--- config.mk ---
export PLATFORM = sky130hd
export DESIGN_NAME = sim_run_controller
export DESIGN_NICKNAME = d
export VERILOG_FILES = /design/src/rtl/sim_ctrl_pkg.sv /design/src/rtl/pc_halt_detector.sv /design/src/rtl/sim_run_controller.sv
export SDC_FILE = /design/constraint.sdc
export NUM_CORES = 1
export LEC_CHECK = 0
export ABC_CLOCK_PERIOD_IN_PS = 5100
export BUFFER_PORTS_ARGS = -buffer_cell sky130_fd_sc_hd__clkbuf_2
export CAP_MARGIN = 20
export CORE_MARGIN = 3
export CORE_UTILIZATION = 45
export CTS_CLUSTER_DIAMETER = 30
export DETAILED_ROUTE_END_ITERATION = 6
export PLACE_DENSITY = 0.78
export SLEW_MARGIN = 0
export SYNTH_ARGS = -nofsm -noshare
export SYNTH_HDL_FRONTEND = slang
export SYNTH_SLANG_ARGS = --single-unit
export TNS_END_PERCENT = 1
--- constraint.sdc ---
create_clock -name clock -period 5.1 [get_ports clock]
set_clock_uncertainty 0.15 [all_clocks]
set_input_delay 0.255 -clock clock [delete_from_list [all_inputs] [get_ports clock]]
set_output_delay 0.255 -clock clock [all_outputs]
set_load 0.03 [all_outputs]
--- src/rtl/sim_ctrl_pkg.sv ---
// Shared encodings and defaults for the simulation run controller.
package sim_ctrl_pkg;

    localparam int unsigned DEFAULT_TIMEOUT_CYCLES = 6000;
    localparam int unsigned DEFAULT_HALT_STABLE    = 4;

    localparam logic [2:0] IDLE       = 3'd0;
    localparam logic [2:0] RESET_HOLD = 3'd1;
    localparam logic [2:0] RUN        = 3'd2;
    localparam logic [2:0] DUMP       = 3'd3;
    localparam logic [2:0] DONE       = 3'd4;

    typedef enum logic [2:0] {
        StIdle      = IDLE,
        StResetHold = RESET_HOLD,
        StRun       = RUN,
        StDump      = DUMP,
        StDone      = DONE
    } state_t;

endpackage

--- src/rtl/pc_halt_detector.sv ---
// Flags a halt once the observed PC has been identical for HALT_STABLE consecutive cycles.
module pc_halt_detector
    import sim_ctrl_pkg::*;
#(
    parameter int unsigned PC_WIDTH    = 32,
    parameter int unsigned HALT_STABLE = DEFAULT_HALT_STABLE
) (
    input  logic                clock,
    input  logic                reset,
    input  logic                clear,
    input  logic [PC_WIDTH-1:0] pc,
    output logic                halt_seen
);

    localparam int unsigned   SW         = $clog2(HALT_STABLE + 1);
    localparam logic [SW-1:0] STABLE_MAX = SW'(HALT_STABLE - 1);

    logic [PC_WIDTH-1:0] prev_pc;
    logic                have_prev;
    logic [SW-1:0]       stable;
    logic [SW-1:0]       stable_next;

    // The first cycle after a clear has no previous PC, so it never counts as a repeat.
    always_comb begin
        stable_next = '0;
        if (have_prev && (pc == prev_pc)) begin
            stable_next = (stable == STABLE_MAX) ? stable : stable + SW'(1);
        end
    end

    assign halt_seen = ~clear & (stable_next == STABLE_MAX);

    always_ff @(posedge clock) begin
        if (reset || clear) begin
            prev_pc   <= '0;
            have_prev <= 1'b0;
            stable    <= '0;
        end else begin
            prev_pc   <= pc;
            have_prev <= 1'b1;
            stable    <= stable_next;
        end
    end

endmodule

--- src/rtl/sim_run_controller.sv ---
// Run-control sequencer: holds the core in reset, runs it until halt or timeout,
// then scans the register file, streams it out and checks one register.
module sim_run_controller
    import sim_ctrl_pkg::*;
#(
    parameter int unsigned DATA_WIDTH     = 32,
    parameter int unsigned NUM_REGS       = 32,
    parameter int unsigned PC_WIDTH       = 32,
    parameter int unsigned RESET_CYCLES   = 2,
    parameter int unsigned HALT_STABLE    = DEFAULT_HALT_STABLE,
    parameter int unsigned TIMEOUT_CYCLES = DEFAULT_TIMEOUT_CYCLES,
    parameter int unsigned CNT_WIDTH      = 32,
    localparam int unsigned ADDR_W        = $clog2(NUM_REGS)
) (
    input  logic                  clock,
    input  logic                  reset,
    input  logic                  start,
    input  logic [ADDR_W-1:0]     check_reg,
    input  logic [DATA_WIDTH-1:0] check_value,
    output logic                  core_reset,
    input  logic [PC_WIDTH-1:0]   core_pc,
    output logic [ADDR_W-1:0]     reg_rd_addr,
    input  logic [DATA_WIDTH-1:0] reg_rd_data,
    output logic                  dump_valid,
    output logic [ADDR_W-1:0]     dump_addr,
    output logic [DATA_WIDTH-1:0] dump_data,
    output logic                  done,
    output logic                  pass,
    output logic                  timeout,
    output logic [CNT_WIDTH-1:0]  cycle_count
);

    localparam int unsigned       HOLD_W    = $clog2(RESET_CYCLES) + 1;
    localparam logic [HOLD_W-1:0] HOLD_LAST = HOLD_W'(RESET_CYCLES - 1);
    localparam logic [ADDR_W-1:0] ADDR_LAST = ADDR_W'(NUM_REGS - 1);
    localparam logic [CNT_WIDTH-1:0] TO_LAST = CNT_WIDTH'(TIMEOUT_CYCLES - 1);

    state_t                state;
    logic [HOLD_W-1:0]     hold_cnt;
    logic [ADDR_W-1:0]     check_reg_q;
    logic [DATA_WIDTH-1:0] check_value_q;
    logic                  halted;
    logic                  match;
    logic                  match_now;
    logic                  rd_busy;
    logic                  halt_seen;

    pc_halt_detector #(
        .PC_WIDTH    (PC_WIDTH),
        .HALT_STABLE (HALT_STABLE)
    ) u_halt (
        .clock     (clock),
        .reset     (reset),
        .clear     (state != StRun),
        .pc        (core_pc),
        .halt_seen (halt_seen)
    );

    // Compare against the dump entry currently on the outputs; needed on the DONE edge too.
    always_comb begin
        match_now = match;
        if (dump_valid && (dump_addr == check_reg_q)) begin
            match_now = (dump_data == check_value_q);
        end
    end

    always_ff @(posedge clock) begin
        if (reset) begin
            state         <= StIdle;
            core_reset    <= 1'b1;
            done          <= 1'b0;
            pass          <= 1'b0;
            timeout       <= 1'b0;
            dump_valid    <= 1'b0;
            dump_addr     <= '0;
            dump_data     <= '0;
            cycle_count   <= '0;
            reg_rd_addr   <= '0;
            hold_cnt      <= '0;
            check_reg_q   <= '0;
            check_value_q <= '0;
            halted        <= 1'b0;
            match         <= 1'b0;
            rd_busy       <= 1'b0;
        end else begin
            unique case (state)
                StIdle, StDone: begin
                    if (start) begin
                        state         <= StResetHold;
                        core_reset    <= 1'b1;
                        hold_cnt      <= '0;
                        check_reg_q   <= check_reg;
                        check_value_q <= check_value;
                        done          <= 1'b0;
                        pass          <= 1'b0;
                        timeout       <= 1'b0;
                        halted        <= 1'b0;
                        match         <= 1'b0;
                        cycle_count   <= '0;
                    end
                end
                StResetHold: begin
                    if (hold_cnt == HOLD_LAST) begin
                        state      <= StRun;
                        core_reset <= 1'b0;
                    end else begin
                        hold_cnt <= hold_cnt + HOLD_W'(1);
                    end
                end
                StRun: begin
                    if (cycle_count != '1) begin
                        cycle_count <= cycle_count + CNT_WIDTH'(1);
                    end
                    // Halt takes priority over a timeout landing on the same cycle.
                    if (halt_seen) begin
                        halted      <= 1'b1;
                        state       <= StDump;
                        reg_rd_addr <= '0;
                        rd_busy     <= 1'b1;
                    end else if (cycle_count == TO_LAST) begin
                        timeout     <= 1'b1;
                        state       <= StDump;
                        reg_rd_addr <= '0;
                        rd_busy     <= 1'b1;
                    end
                end
                StDump: begin
                    match <= match_now;
                    if (rd_busy) begin
                        dump_valid <= 1'b1;
                        dump_addr  <= reg_rd_addr;
                        dump_data  <= reg_rd_data;
                        if (reg_rd_addr == ADDR_LAST) begin
                            rd_busy <= 1'b0;
                        end else begin
                            reg_rd_addr <= reg_rd_addr + ADDR_W'(1);
                        end
                    end else begin
                        dump_valid <= 1'b0;
                        state      <= StDone;
                        done       <= 1'b1;
                        pass       <= halted & ~timeout & match_now;
                    end
                end
                default: begin
                    state <= StIdle;
                end
            endcase
        end
    end

endmodule

# --- Word-level counts from Yosys, hierarchy flattened ---
# Index checks and enable logic that the tools add are counted.
word_totals:
  ff_bits: 160
  in_bits: 104
op_classes:
  reduce_logical: 21
  muxes: 40
  n_eq_ne: 25
  n_bitwise: 5
  n_addsub: 4
op_table:
  columns: ["operator", "n"]
  rows:
  - ["32-bit equality test", 2]
  - ["32-bit 2-to-1 mux", 2]
  - ["32-bit one-hot mux with 2 select lines", 1]
  - ["32-bit by 1-bit adder with 32-bit output, second input constant", 1]
  - ["32-bit by 13-bit equality test with 1-bit output, second input constant", 1]
  - ["32-bit != test, second input constant", 1]
  - ["3-bit 2-to-1 mux", 7]
  - ["5-bit 2-to-1 mux", 4]
  - ["2-bit != test, second input constant", 10]
  - ["3-bit AND reduction", 5]
  - ["1-bit 2-to-1 mux", 14]
  - ["1-bit one-hot mux with 2 select lines", 7]
  - ["3-bit by 2-bit equality test with 1-bit output, second input constant", 4]
  - ["3-bit one-hot mux with 4 select lines", 1]
  - ["4-bit AND reduction", 3]
  - ["5-bit one-hot mux with 2 select lines", 1]
  - ["2-bit AND reduction", 4]
  - ["2-bit nonzero test", 4]
  - ["5-bit by 1-bit adder with 5-bit output, second input constant", 1]
  - ["5-bit equality test", 1]
  - ["5-bit equality test, second input constant", 1]
  - ["2-bit 2-to-1 mux", 2]
  - ["2-bit one-hot mux with 2 select lines", 1]
  - ["3-bit by 1-bit adder with 3-bit output, second input constant", 1]
  - ["other kinds (12)", 16]

# --- Depth between registers and ports, before layout ---
# Gate-level depths: netlist (run 1).
depth:
  ltp_word: 7
  ltp_mapped: 8
  depth_no_buf: 8

# --- By module ---
# From an unflattened synthesis (run 1), not the netlist that was laid out.
hier_totals:
  hier_cells: 821
  hier_area_um2: 6911.6
modules_own_cells:
  columns: ["mod", "seq_area_each_um2", "area_each_um2", "cells_each", "instances"]
  rows:
  - ["sim_run_controller", 2482.4, 5439.0, 681, 1]
  - ["pc_halt_detector", 720.7, 1472.7, 140, 1]

# --- Least setup slack after synthesis (run 1) ---
# OpenSTA, ideal clock, no wires.
synth_timing:
  path_kind: "register to register"
  from: "register cycle_count[14]"
  to: "register cycle_count[8]"
  n_path_buf: 1
  setup_slack_ns: 2.670
  period_less_slack_ns: 2.430
  t_arrival_ns: 2.153
  path_stages_with_launch: 8
  setup_time_ns: 0.128
  cell_sequence: "dfxtp_1 > nand4_4 > or3_1 > or4b_4 > buf_6 > nand4_1 > xor2_1 > nor2_1"
synth_via:
  elab_chain_cells: 3
synth_lines:
  columns: ["item", "line_no", "source"]
  rows:
  - ["start, declared", "sim_run_controller.sv:30", "output logic [CNT_WIDTH-1:0] cycle_count"]
  - ["start signal, assigned", "sim_run_controller.sv:112", "cycle_count <= cycle_count + CNT_WIDTH'(1);"]
  - ["32-bit != test", "sim_run_controller.sv:111", "if (cycle_count != '1) begin"]
  - ["2-bit != test (no line)", null, null]
  - ["3-bit AND reduction (no line)", null, null]
# No other way between the ends.
# A chain may end at the register's enable or synchronous reset.

# --- Worst setup path in the final report (run 1) ---
layout_timing:
  from: "register state[1]"
  to: "register cycle_count[29]"
layout_via:
  elab_chain_cells: 4
layout_lines:
  columns: ["item", "line_no", "source"]
  rows:
  - ["start, declared", "sim_run_controller.sv:38", "state_t state;"]
  - ["start signal, assigned", "sim_run_controller.sv:69", "state <= StIdle;"]
  - ["start signal, assigned", "sim_run_controller.sv:89", "state <= StResetHold;"]
  - ["start signal, assigned", "sim_run_controller.sv:104", "state <= StRun;"]
  - ["3-bit equality test or 3-bit zero test (tied branches)", "sim_run_controller.sv:86", "unique case (state)"]
  - ["2-bit OR reduction", "sim_run_controller.sv:86", null]
  - ["2-bit != test (no line) or 2-bit nonzero test (tied branches)", null, null]
  - ["3-bit AND reduction (no line)", null, null]
# Several ways; a longest one is shown, not always the timed one.

==> results of run 1 <==
sequential cells by signal, indices dropped and copies added (netlist names), 2 cells and up:
name            cells
check_value_q      32
dump_data          32
reg_rd_addr         5
cycle_count        32
u_halt.stable       3
dump_addr           5
u_halt.prev_pc     32
hold_cnt            2
check_reg_q         5
state               3
cells by family after synthesis:
family / after synthesis
buffers and inverters: 49
multiplexers: 3
AND/OR/NAND/NOR: 377
XOR/XNOR: 94
AO/OA/AOI/OAI: 113
adder cells (fa/ha/maj): 5
flip-flops: 160
worst max-delay path by stage:
stage / start / to / slack, ps
6_report: state[1]$_SDFFE_PP0P_ / cycle_count[29]$_SDFFE_PP0P_ / 2510
5_1_grt: state[1]$_SDFFE_PP0P_ / cycle_count[19]$_SDFFE_PP0P_ / 2260
4_1_cts: state[1]$_SDFFE_PP0P_ / cycle_count[29]$_SDFFE_PP0P_ / 2510
3_5_place_dp: state[1]$_SDFFE_PP0P_ / cycle_count[29]$_SDFFE_PP0P_ / 2530
3_3_place_gp: state[1]$_SDFFE_PP0P_ / cycle_count[29]$_SDFFE_PP0P_ / 2580
2_1_floorplan: cycle_count[14]$_SDFFE_PP0P_ / cycle_count[8]$_SDFFE_PP0P_ / 2670
Yosys cell counts (11+ instances only):
cell type and n:
nor2_1 51, nand3_1 27, nand4_1 27, a21oi_1 88, xor2_1 44, nor4_1 16, and2_1 33, inv_1 11
nand2_1 167, clkbuf_1 36, xnor2_1 50, nor3_1 11, dfxtp_1 160
metal layers:
layer	GRT usage [%]	vias up	wire length (um)
met2	41.1	263	10100
met5	0	-	0
met1	27.5	3129	7980
met4	12.2	0	833
li1	-	3255	-
met3	7.72	77	1340
layout make-up:
class / count / share of cell area (%)
clock inverter: 14 / 1.66
antenna: 1 / 0.0265
tap: 184 / 2.44
multi-input combinational: 592 / 36.0
timing repair buffer: 289 / 20.8
sequential: 160 / 34.0
clock buffer: 18 / 4.66
inverter: 11 / 0.438
critical path, delay by kind of cell (launching register included):
family,cells,cell delay (ps)
simple gates,4,820
compound gates,2,820
flops,1,510
buf+inv,1,230
where the power goes:
group / internal (W) / leakage (nW) / switching, W
sequential: 0.00128 / 1.29 / 0.0000218
clock: 0.000740 / 0.280 / 0.000533
combinational: 0.000136 / 2.31 / 0.000135
per-stage QoR:
step	instances	hold slack, ps
after detailed placement	1135	309
after floorplan	801	227
after global placement	1135	303
after global routing	1269	96.9
after CTS	1268	52.6
final	1269	71.3
timing repair:
action / 4_1_cts / 5_1_grt
buffers inserted: 0 / 0
hold buffers: 101 / 0
endpoints found under the hold margin: 101 / 0
==> summary.txt, run 1 <==
Critical path cell sequence -> nor3b_2 -> buf_4 -> o21ai_0 -> a31oi_1 -> nand4_1 -> or3_1 -> nand2_1
Finished Cell Area -> 9430 um^2
Async set-reset flop share out of synthesis -> 0%
Clock latency at the later pin of the worst-skew pair -> 430 ps
HPWL Detailed -> 12100 um
Finish-stage setup viols -> 0
Count of flip-flops with a built-in enable after synthesis -> 0
Worst-case register-to-register setup slack -> 2510 ps
Worst Path Arrival -> 2810 ps
Worst slew margin relative to its limit -> 35.0%
Proportion of layout cells with a drive suffix above 1 -> 21.7%
Post-synthesis cell area -> 6780 um^2
TNS Setup -> 0 ps
Beginning of the worst hold path -> start
Post-route DRC violation count -> 0
Maximum vdd drop -> 223 uV
Post-route minimum period -> 2590 ps
Class of the tightest hold or removal check -> primary input to register
I/O pin total -> 183
Commonest cells after routing, fill and taps aside -> 181 x clkbuf_2, 167 x nand2_1, 160 x dfxtp_1, 101 x dlygate4sd3_1, 88 x a21oi_1
Post-Synthesis Net Count -> 910
Average wire per standard cell -> 16.0 um
Power density of the placed cells -> 302 nW/um^2
Leakage -> 3.89 nW
Run status -> complete, no violations
DR pass1 iterations -> 7
Depth of the most critical reg-to-reg path -> 7
RSZ-0062 raised after global routing -> no
GRT overflow -> 0
CTS sink cnt -> 160
Number of different library cells in the post-synthesis netlist -> 48
Worst path required time -> 5320 ps
Simple-Gate Fraction of Synth Area -> 27.4%
Ranking of synthesized cells by area -> dfxtp_1 47%, nand2_1 9.2%, a21oi_1 6.5%, xnor2_1 6.5%, xor2_1 5.7%
Fraction of synthesized cell area in xor and xnor cells -> 12.1%
Crit-path slowest cell -> a31oi_1
Max Slew Vio Count -> 0
Final critical-path share of the clock period -> 50.7%
Clock transition at the register clock pins on the worst setup and hold paths after CTS -> 60 ps
Die Height -> 129 um
Cell type with the largest total area after synthesis -> dfxtp_1
GRT Overall Usage -> 24.3%
Placed inst area -> 7830 um^2
Starting DRT DRC Count -> 488
Most common cell after layout, fill and taps aside -> clkbuf_2
Number of standard cells after synthesis -> 801
Largest family of logic cells by synthesized area -> simple AND/OR/NAND/NOR gates
Worst-path maximum fanout -> 16
Via count of the first global-routing pass -> 6670
R2r startpoint -> state[1]$_SDFFE_PP0P_
Delay contributed by the slowest stage of the critical path -> 710 ps
Max Cap Viol -> 0
DIE WIDTH -> 129 um
Core outline area -> 14600 um^2
Wirelength, routed -> 20300 um
Area fraction of the dominant cell type after synthesis -> 47.3%
Number of synthesis warnings -> 0
Row cnt -> 44
Startpoint type of the worst setup path -> register
Total power draw -> 0.00285 W
Timing-limited maximum frequency -> 387 MHz
Pre-CTS worst setup slack -> 2530 ps
Initial cell density of the core -> 46.3%
Post-synthesis to final-layout area growth -> 39.2%
Detail Route Antenna Nets -> 0
CTS H-tree depth -> 4
Routability Congestion -> 0.884
Synth Area in Adders -> 0.923%
WHS Path Cells -> 4
Crit Path Category -> register to register
TritonCTS Buffers -> 17
Sequential fraction of the synthesis area -> 47.3%
Routed vias/inst -> 5.30
Buffers on Ports -> 182
Complex-gate fraction of the synthesized area -> 9.01%
Reg-to-Reg End -> cycle_count[29]$_SDFFE_PP0P_
Final Hold Fails -> 0
Combined area of the multi-input logic cells -> 3390 um^2
# fillers -> 1164
Synthesized area per cell -> 8.46 um^2
Most instantiated flip-flop cell in the synthesis netlist -> dfxtp_1
Die Footprint -> 16600 um^2
Total vias in the final route -> 6724
Final critical-path setup slack -> 2510 ps
Buffer cell driving the clock tree root -> clkbuf_16
Multiplexer fraction of the synthesized cell area -> 0.443%
Antenna violations before repair -> 1
Worst slew pin tran -> 975 ps
Utilization of the core after routing -> 64.4%
Sequential cell area -> 3200 um^2
Wire length of the first global-routing pass -> 32100 um
Endpoint type of the worst setup path -> register
Number of nets in the final layout -> 1180
CTS tree -> built
Min-Delay Endpoint -> state[2]$_SDFFE_PP0P_
Largest net degree at the start of global routing -> 96
Number of synthesized register bits -> 160
Resized cells post-CTS -> 0
CTS max path bufs -> 2
Power figures use the tool's default switching activity.
==> inputs of run 2 (changes only) <==
ABC_AREA = 1   (was default)
ABC_CLOCK_PERIOD_IN_PS = 2370   (was 5100)
PLACE_DENSITY = 0.79   (was 0.78)
clock period = 2.37 ns   (was 5.1 ns; I/O delays follow)
==> run 2 against run 1 <==
Effect of this change:
- synthesized cell count up 42%
- critical endpoint is now reg_rd_addr[1]$_SDFFE_PP0P_
- sequential cell count did not move
- power grew to 2.9 times the previous value
- largest power group unchanged
- synthesized area is 14% higher
==> summary.txt, run 2 <==
Run status -> complete, no violations (unchanged)
I/O pin total -> 183 (unchanged)
Met2 wire length -> 12300 um (was 10100 um)
Clock latency at the later pin of the worst-skew pair -> 430 ps (about the same)
Routed length on met1 -> 10300 um (was 7980 um)
Sequential fraction of the synthesis area -> 41.3% (was 47.3%)
Worst Path Arrival -> 2410 ps (was 2810 ps)
Crit-path slowest cell -> dfxtp_1 (was a31oi_1)
Die Footprint -> 18800 um^2 (was 16600 um^2)
Wirelength, routed -> 25200 um (was 20300 um)
Number of synthesized register bits -> 160 (unchanged)
Detail Route Antenna Nets -> 0 (unchanged)
Routed vias/inst -> 5.12 (was 5.30)
Core outline area -> 16700 um^2 (was 14600 um^2)
Power density of the placed cells -> 782 nW/um^2 (was 302 nW/um^2)
Most common cell after layout, fill and taps aside -> nand2_1 (was clkbuf_2)
Number of synthesis warnings -> 0 (unchanged)
Total vias in the final route -> 8476 (was 6724)
Average wire per standard cell -> 15.2 um (was 16.0 um)
Post-synthesis to final-layout area growth -> 36.2% (was 39.2%)
Buf/Inv on CP -> 0 (was 1)
Timing-limited maximum frequency -> 447 MHz (was 387 MHz)
Proportion of layout cells with a drive suffix above 1 -> 19.6% (was 21.7%)
TritonCTS Buffers -> 17 (unchanged)
CTS max path bufs -> 2 (unchanged)
Post-synthesis cell area -> 7750 um^2 (was 6780 um^2)
Critical path cell sequence -> ha_1 -> nand2_1 -> nor2_1 -> nand4_1 -> nor3_1 -> nand4_1 -> nand3_2 -> nand2_1 -> nor2_1 -> nor2_1 (was nor3b_2 -> buf_4 -> o21ai_0 -> a31oi_1 -> nand4_1 -> or3_1 -> nand2_1)
Wire length of the first global-routing pass -> 39600 um (was 32100 um)
Synthesized area per cell -> 6.80 um^2 (was 8.46 um^2)
Commonest cells after routing, fill and taps aside -> 263 x nand2_1, 184 x nor2_1, 182 x clkbuf_2, 160 x dfxtp_1, 133 x inv_1 (was 181 x clkbuf_2, 167 x nand2_1, 160 x dfxtp_1, 101 x dlygate4sd3_1, 88 x a21oi_1)
Worst slew pin tran -> 791 ps (was 975 ps)
Kind of cell adding the most delay to the critical path -> simple AND/OR/NAND/NOR gates (unchanged)
DR pass1 iterations -> 5 (was 7)
Die Height -> 137 um (was 129 um)
Leakage -> 4.63 nW (was 3.89 nW)
Number of standard cells after synthesis -> 1140 (was 801)
Count of flip-flops with a built-in enable after synthesis -> 0 (unchanged)
Max Slew Vio Count -> 0 (unchanged)
Class of the tightest hold or removal check -> primary input to register (unchanged)
Row cnt -> 47 (was 44)
Largest net degree at the start of global routing -> 42 (was 96)
Post-Synthesis Net Count -> 1249 (was 910)
Antenna violations before repair -> 0 (was 1)
Cell type with the largest total area after synthesis -> dfxtp_1 (unchanged)
Worst path required time -> 2540 ps (was 5320 ps)
CTS sink cnt -> 160 (unchanged)
Endpoint type of the worst setup path -> register (unchanged)
Number of nets in the final layout -> 1532 (was 1180)
Delay contributed by the slowest stage of the critical path -> 360 ps (was 710 ps)
Routed met3 length -> 1790 um (was 1340 um)
Post-route DRC violation count -> 0 (unchanged)
Async set-reset flop share out of synthesis -> 0% (unchanged)
Worst-path maximum fanout -> 8 (was 16)
DIE WIDTH -> 137 um (was 129 um)
Final critical-path share of the clock period -> 94.5% (was 50.7%)
Final Hold Fails -> 0 (unchanged)
Finish-stage setup viols -> 0 (unchanged)
Maximum vdd drop -> 541 uV (was 223 uV)
CTS tree -> built (unchanged)
Worst Hold Margin -> 1.25 ps (was 71.3 ps)
Clock transition at the register clock pins on the worst setup and hold paths after CTS -> 60 ps (about the same)
Total power draw -> 0.00825 W (was 0.00285 W)
GRT Overall Usage -> 26.5% (was 24.3%)
Buffers on Ports -> 182 (unchanged)
Most numerous cell types in the synthesized netlist -> 263 x nand2_1, 186 x nor2_1, 160 x dfxtp_1 (was 167 x nand2_1, 160 x dfxtp_1, 88 x a21oi_1)
Via count of the first global-routing pass -> 8143 (was 6670)
CTS H-tree depth -> 4 (unchanged)
Number of different library cells in the post-synthesis netlist -> 37 (was 48)
GRT overflow -> 0 (unchanged)
Max Cap Viol -> 0 (unchanged)
Startpoint type of the worst setup path -> register (unchanged)
Number of diodes -> 0 (was 1)
Routability Congestion -> 0.929 (was 0.884)
Top layer reached by signal wires -> met4 (unchanged)
Crit Path Category -> register to register (unchanged)
Most instantiated flip-flop cell in the synthesis netlist -> dfxtp_1 (unchanged)
Ranking of synthesized cells by area -> dfxtp_1 41%, nand2_1 13%, nor2_1 9.0%, inv_1 6.5%, a21oi_1 5.0% (was dfxtp_1 47%, nand2_1 9.2%, a21oi_1 6.5%, xnor2_1 6.5%, xor2_1 5.7%)
Worst slew margin relative to its limit -> 47.1% (was 35.0%)
Area fraction of the dominant cell type after synthesis -> 41.3% (was 47.3%)
Initial cell density of the core -> 46.4% (was 46.3%)
Post-route minimum period -> 2240 ps (was 2590 ps)
HPWL Detailed -> 16300 um (was 12100 um)
Buffer cell driving the clock tree root -> clkbuf_16 (unchanged)
Most frequent cell after synthesis -> nand2_1 (unchanged)
Library cell appearing most often on the critical path -> nor2_1
Starting DRT DRC Count -> 756 (was 488)
run 2: cell types whose count changed in the layout (fill, tap and decap cells not counted), moves of 16 or more:
cell     previous run  this run
and2_1             33         0
inv_1              11       133
nand2_1           167       263
nand3_1            27        69
nor2_1             49       184
o21ai_0             9        52
xnor2_1            50        34
xor2_1             44        14
run 2: worst reg2reg max path: cells and delay by family, from the launching register on:
kind          cells  cell delay [ps]
fa+ha+maj         1              200
flops             1              360
simple gates      9             1450
run 2: final cells by class:
class / instances / area (um^2)
fillers: 1440 / 6150
clock inverters: 11 / 140
flip-flops and latches: 160 / 3200
clock buffers: 19 / 453
repair buffers: 306 / 2110
well taps: 220 / 275
multi-input cells: 798 / 3830
inverters: 140 / 538
run 2: final timing paths:
kind	startpoint	end	slack (ps)	cells after the start
worst max-delay path	cycle_count[0]$_SDFFE_PP0P_	reg_rd_addr[1]$_SDFFE_PP0P_	130	10
worst min-delay path	reset	dump_data[28]$_SDFFE_PP0P_	1	2
worst max register to register	cycle_count[0]$_SDFFE_PP0P_	reg_rd_addr[1]$_SDFFE_PP0P_	130	10
worst min register to register	core_reset$_SDFFE_PP1P_	core_reset$_SDFFE_PP1P_	300	2
run 2: per-stage QoR:
step	cell area [um^2]	worst slack [ps]	utilization [%]	setup TNS (ps)	cells
after floorplan	7750	163	-	0	1140
after global placement	8930	262	53.5	0	1522
after detailed placement	8930	154	53.5	0	1522
after CTS	10500	84.7	63.1	0	1654
after global routing	10600	-10.9	63.2	-12.8	1654
final	10600	131	63.2	0	1654
run 2: repair_timing:
action | in CTS | in global routing
hold buffers | 102 | 0
buffers inserted | 0 | 0
resized for setup | 0 | 4
endpoints found under the hold margin | 102 | 0
setup endpoints to repair | 0 | 28
run 2: cells by family after synthesis:
| group | count (synthesis) | share of synthesized area, % |
|---|---|---|
| compound gates | 149 | 10.4 |
| simple gates | 596 | 32.8 |
| buf+inv | 182 | 9.25 |
| flops | 160 | 41.3 |
| xor+xnor | 48 | 5.43 |
| fa+ha+maj | 5 | 0.807 |
run 2: power breakdown:
| group | internal (W) | switching [W] | leakage [nW] |
|---|---|---|---|
| sequential | 0.00302 | 0.000230 | 1.30 |
| clock | 0.00169 | 0.00112 | 0.283 |
| combinational | 0.000771 | 0.00142 | 3.04 |
| total | 0.00548 | 0.00277 | 4.63 |
run 2: layer usage:
| metal | vias to the layer above | GRT usage, % |
|---|---|---|
| met5 | - | 0 |
| met4 | 0 | 11.0 |
| met3 | 93 | 6.06 |
| met2 | 402 | 44.5 |
| met1 | 3823 | 32.7 |
| li1 | 4158 | - |
==> inputs of run 3 (changes only) <==
ABC_CLOCK_PERIOD_IN_PS = 1800   (was 2370)
clock period = 1.8 ns   (was 2.37 ns; I/O delays follow)
==> run 3 against run 2 <==
Effect of this change:
- the flow now finishes with violations (negative setup slack)
- critical path depth decreased by 1
- power increased by 39%
- cell count increased by 6.1%
- final area increased by 10%
- die area unchanged
- fmax increased by 12%
- combinational power increased by 57%
- via count increased by 7.0%
- sequential share of layout area decreased by 2.6 points
- global-route usage increased by 2.5 points
- hold slack improved by 160 ps
- non-clock buffer count increased by 98
- largest cell class unchanged
- highest routed layer unchanged
==> summary.txt, run 3 (same netlist as run 2, synthesis figures left out) <==
Commonest cells after routing, fill and taps aside -> 256 x nand2_1, 182 x clkbuf_2, 171 x nor2_1, 146 x dfxtp_1, 131 x inv_1 (was 263 x nand2_1, 184 x nor2_1, 182 x clkbuf_2, 160 x dfxtp_1, 133 x inv_1)
Routability Congestion -> 0.909 (was 0.929)
Total power draw -> 0.0114 W (was 0.00825 W)
Crit Path Category -> register to register (unchanged)
Die Height -> 137 um (unchanged)
Clock latency at the later pin of the worst-skew pair -> 430 ps (about the same)
CTS H-tree depth -> 4 (unchanged)
HPWL Detailed -> 17400 um (was 16300 um)
CTS max path bufs -> 2 (unchanged)
Power density of the placed cells -> 982 nW/um^2 (was 782 nW/um^2)
Worst-path maximum fanout -> 7 (was 8)
Via count of the first global-routing pass -> 9007 (was 8143)
Max Cap Viol -> 0 (unchanged)
Final critical-path share of the clock period -> 111% (was 94.5%)
Post-route DRC violation count -> 0 (unchanged)
CTS tree -> built (unchanged)
Max Slew Vio Count -> 0 (unchanged)
Row cnt -> 47 (unchanged)
DR pass1 iterations -> 6 (was 5)
Wirelength, routed -> 27500 um (was 25200 um)
Average wire per standard cell -> 15.7 um (was 15.2 um)
Leakage -> 5.20 nW (was 4.63 nW)
Worst slew margin relative to its limit -> 65.2% (was 47.1%)
Finish-stage setup viols -> 40 (was 0)
RSZ-0062 raised after global routing -> yes
Instance count after placement with tap cells included -> 1616 (was 1522)
Die Footprint -> 18800 um^2 (unchanged)
Buffer cell driving the clock tree root -> clkbuf_16 (unchanged)
Final Hold Fails -> 0 (unchanged)
Detail Route Antenna Nets -> 0 (unchanged)
Worst slew pin tran -> 522 ps (was 791 ps)
Clock transition at the register clock pins on the worst setup and hold paths after CTS -> 60 ps (about the same)
Worst Path Arrival -> 2160 ps (was 2410 ps)
Finished Cell Area -> 11600 um^2 (was 10600 um^2)
Starting DRT DRC Count -> 727 (was 756)
Proportion of layout cells with a drive suffix above 1 -> 28.8% (was 19.6%)
Antenna violations before repair -> 1 (was 0)
Final critical-path setup slack -> -199 ps (was 131 ps)
Total vias in the final route -> 9067 (was 8476)
Failing checks -> negative setup slack
GRT overflow -> 0 (unchanged)
Maximum vdd drop -> 736 uV (was 541 uV)
Buffers on Ports -> 182 (unchanged)
Wire length of the first global-routing pass -> 43200 um (was 39600 um)
Initial cell density of the core -> 46.4% (unchanged)
Class of the tightest hold or removal check -> primary input to register (unchanged)
Run status -> finished, violations left (was complete, no violations)
Post-synthesis to final-layout area growth -> 50.1% (was 36.2%)
Timing-limited maximum frequency -> 500 MHz (was 447 MHz)
Most common cell after layout, fill and taps aside -> nand2_1 (unchanged)
TNS Setup -> -4860 ps (was 0 ps)
TritonCTS Buffers -> 17 (unchanged)
Routed vias/inst -> 5.17 (was 5.12)
DIE WIDTH -> 137 um (unchanged)
CTS sink cnt -> 160 (unchanged)
Endpoint type of the worst setup path -> register (unchanged)
Core outline area -> 16700 um^2 (unchanged)
Number of nets in the final layout -> 1630 (was 1532)
Worst path required time -> 1960 ps (was 2540 ps)
Pre-CTS worst setup slack -> -280 ps (was 154 ps)
Placed inst area -> 9700 um^2 (was 8930 um^2)
Startpoint type of the worst setup path -> register (unchanged)
I/O pin total -> 183 (unchanged)
Post-Layout Cell Count -> 1755 (was 1654)
Post-route minimum period -> 2000 ps (was 2240 ps)
Largest net degree at the start of global routing -> 46 (was 42)
GRT Overall Usage -> 29.0% (was 26.5%)
-- run 3: changes by cell type in the layout (fill, tap and decap cells not counted), sizes merged, moves of 2 or more --
cell | before | now
buf | 22 | 118
diode | 0 | 2
clkinvlp | 4 | 2
clkbuf | 201 | 205
-- run 3: path summary, 6_finish.rpt --
| path | slack, ps | cells past startpoint | from | end |
|---|---|---|---|---|
| max | -200 | 9 | state[2]$_SDFFE_PP0P_ | cycle_count[15]$_SDFFE_PP0P_ |
| min | 160 | 8 | core_pc[29] | u_halt.stable[2]$_SDFF_PN0_ |
| max reg2reg | -200 | 9 | state[2]$_SDFFE_PP0P_ | cycle_count[15]$_SDFFE_PP0P_ |
| min reg2reg | 320 | 2 | check_reg_q[0]$_SDFFE_PP0P_ | check_reg_q[0]$_SDFFE_PP0P_ |
-- run 3: layout make-up --
| type | instances | area [um^2] |
|---|---|---|
| Antenna cell | 2 | 5.00 |
| Clock buffer | 23 | 509 |
| Clock inverter | 8 | 100 |
| Fill cell | 1287 | 5070 |
| Inverter | 140 | 539 |
| Multi-Input combinational cell | 798 | 4070 |
| Sequential cell | 160 | 3230 |
| Tap cell | 220 | 275 |
| Timing Repair Buffer | 404 | 2900 |
-- run 3: worst max-delay path, stage by stage, from the launching register on --
cell and delay [ps]:
dfxtp_1 310, inv_1 90, nand3_2 150, nor3_1 340, nand4_1 180, nand2_2 130, nand2_4 110, bufbuf_16 290
nand3_1 70, a21oi_1 60
-- run 3: repair_timing --
| item | 4_1_cts | 5_1_grt |
|---|---|---|
| pin swaps | 9 | 7 |
| gates cloned | 1 | 0 |
| buffers inserted | 1 | 1 |
| gates resized for setup | 27 | 41 |
| hold endpoints to repair | 107 | 0 |
| setup endpoints to repair | 46 | 93 |
| hold buffers | 103 | 0 |
-- run 3: through the flow --
stage / hold WS [ps] / util (%)
2_1_floorplan: 52.2 / -
3_3_place_gp: 163 / 58.1
3_5_place_dp: 167 / 58.1
4_1_cts: 132 / 68.7
5_1_grt: 219 / 69.6
6_report: 162 / 69.6
-- run 3: routing by layer --
| metal | wire, um | up-vias | track usage (%) |
|---|---|---|---|
| met5 | 0 | - | 0 |
| met4 | 1460 | 0 | 16.2 |
| met3 | 2000 | 126 | 7.23 |
| met2 | 13200 | 454 | 47.5 |
| met1 | 10900 | 4127 | 34.8 |
| li1 | - | 4360 | - |
-- run 3: report_power, final --
part	internal, W	leakage, nW	switching, W	total [W]
combinational	0.00137	3.60	0.00207	0.00344
clock	0.00226	0.297	0.00147	0.00373
sequential	0.00397	1.31	0.000279	0.00425
total	0.00761	5.20	0.00382	0.0114
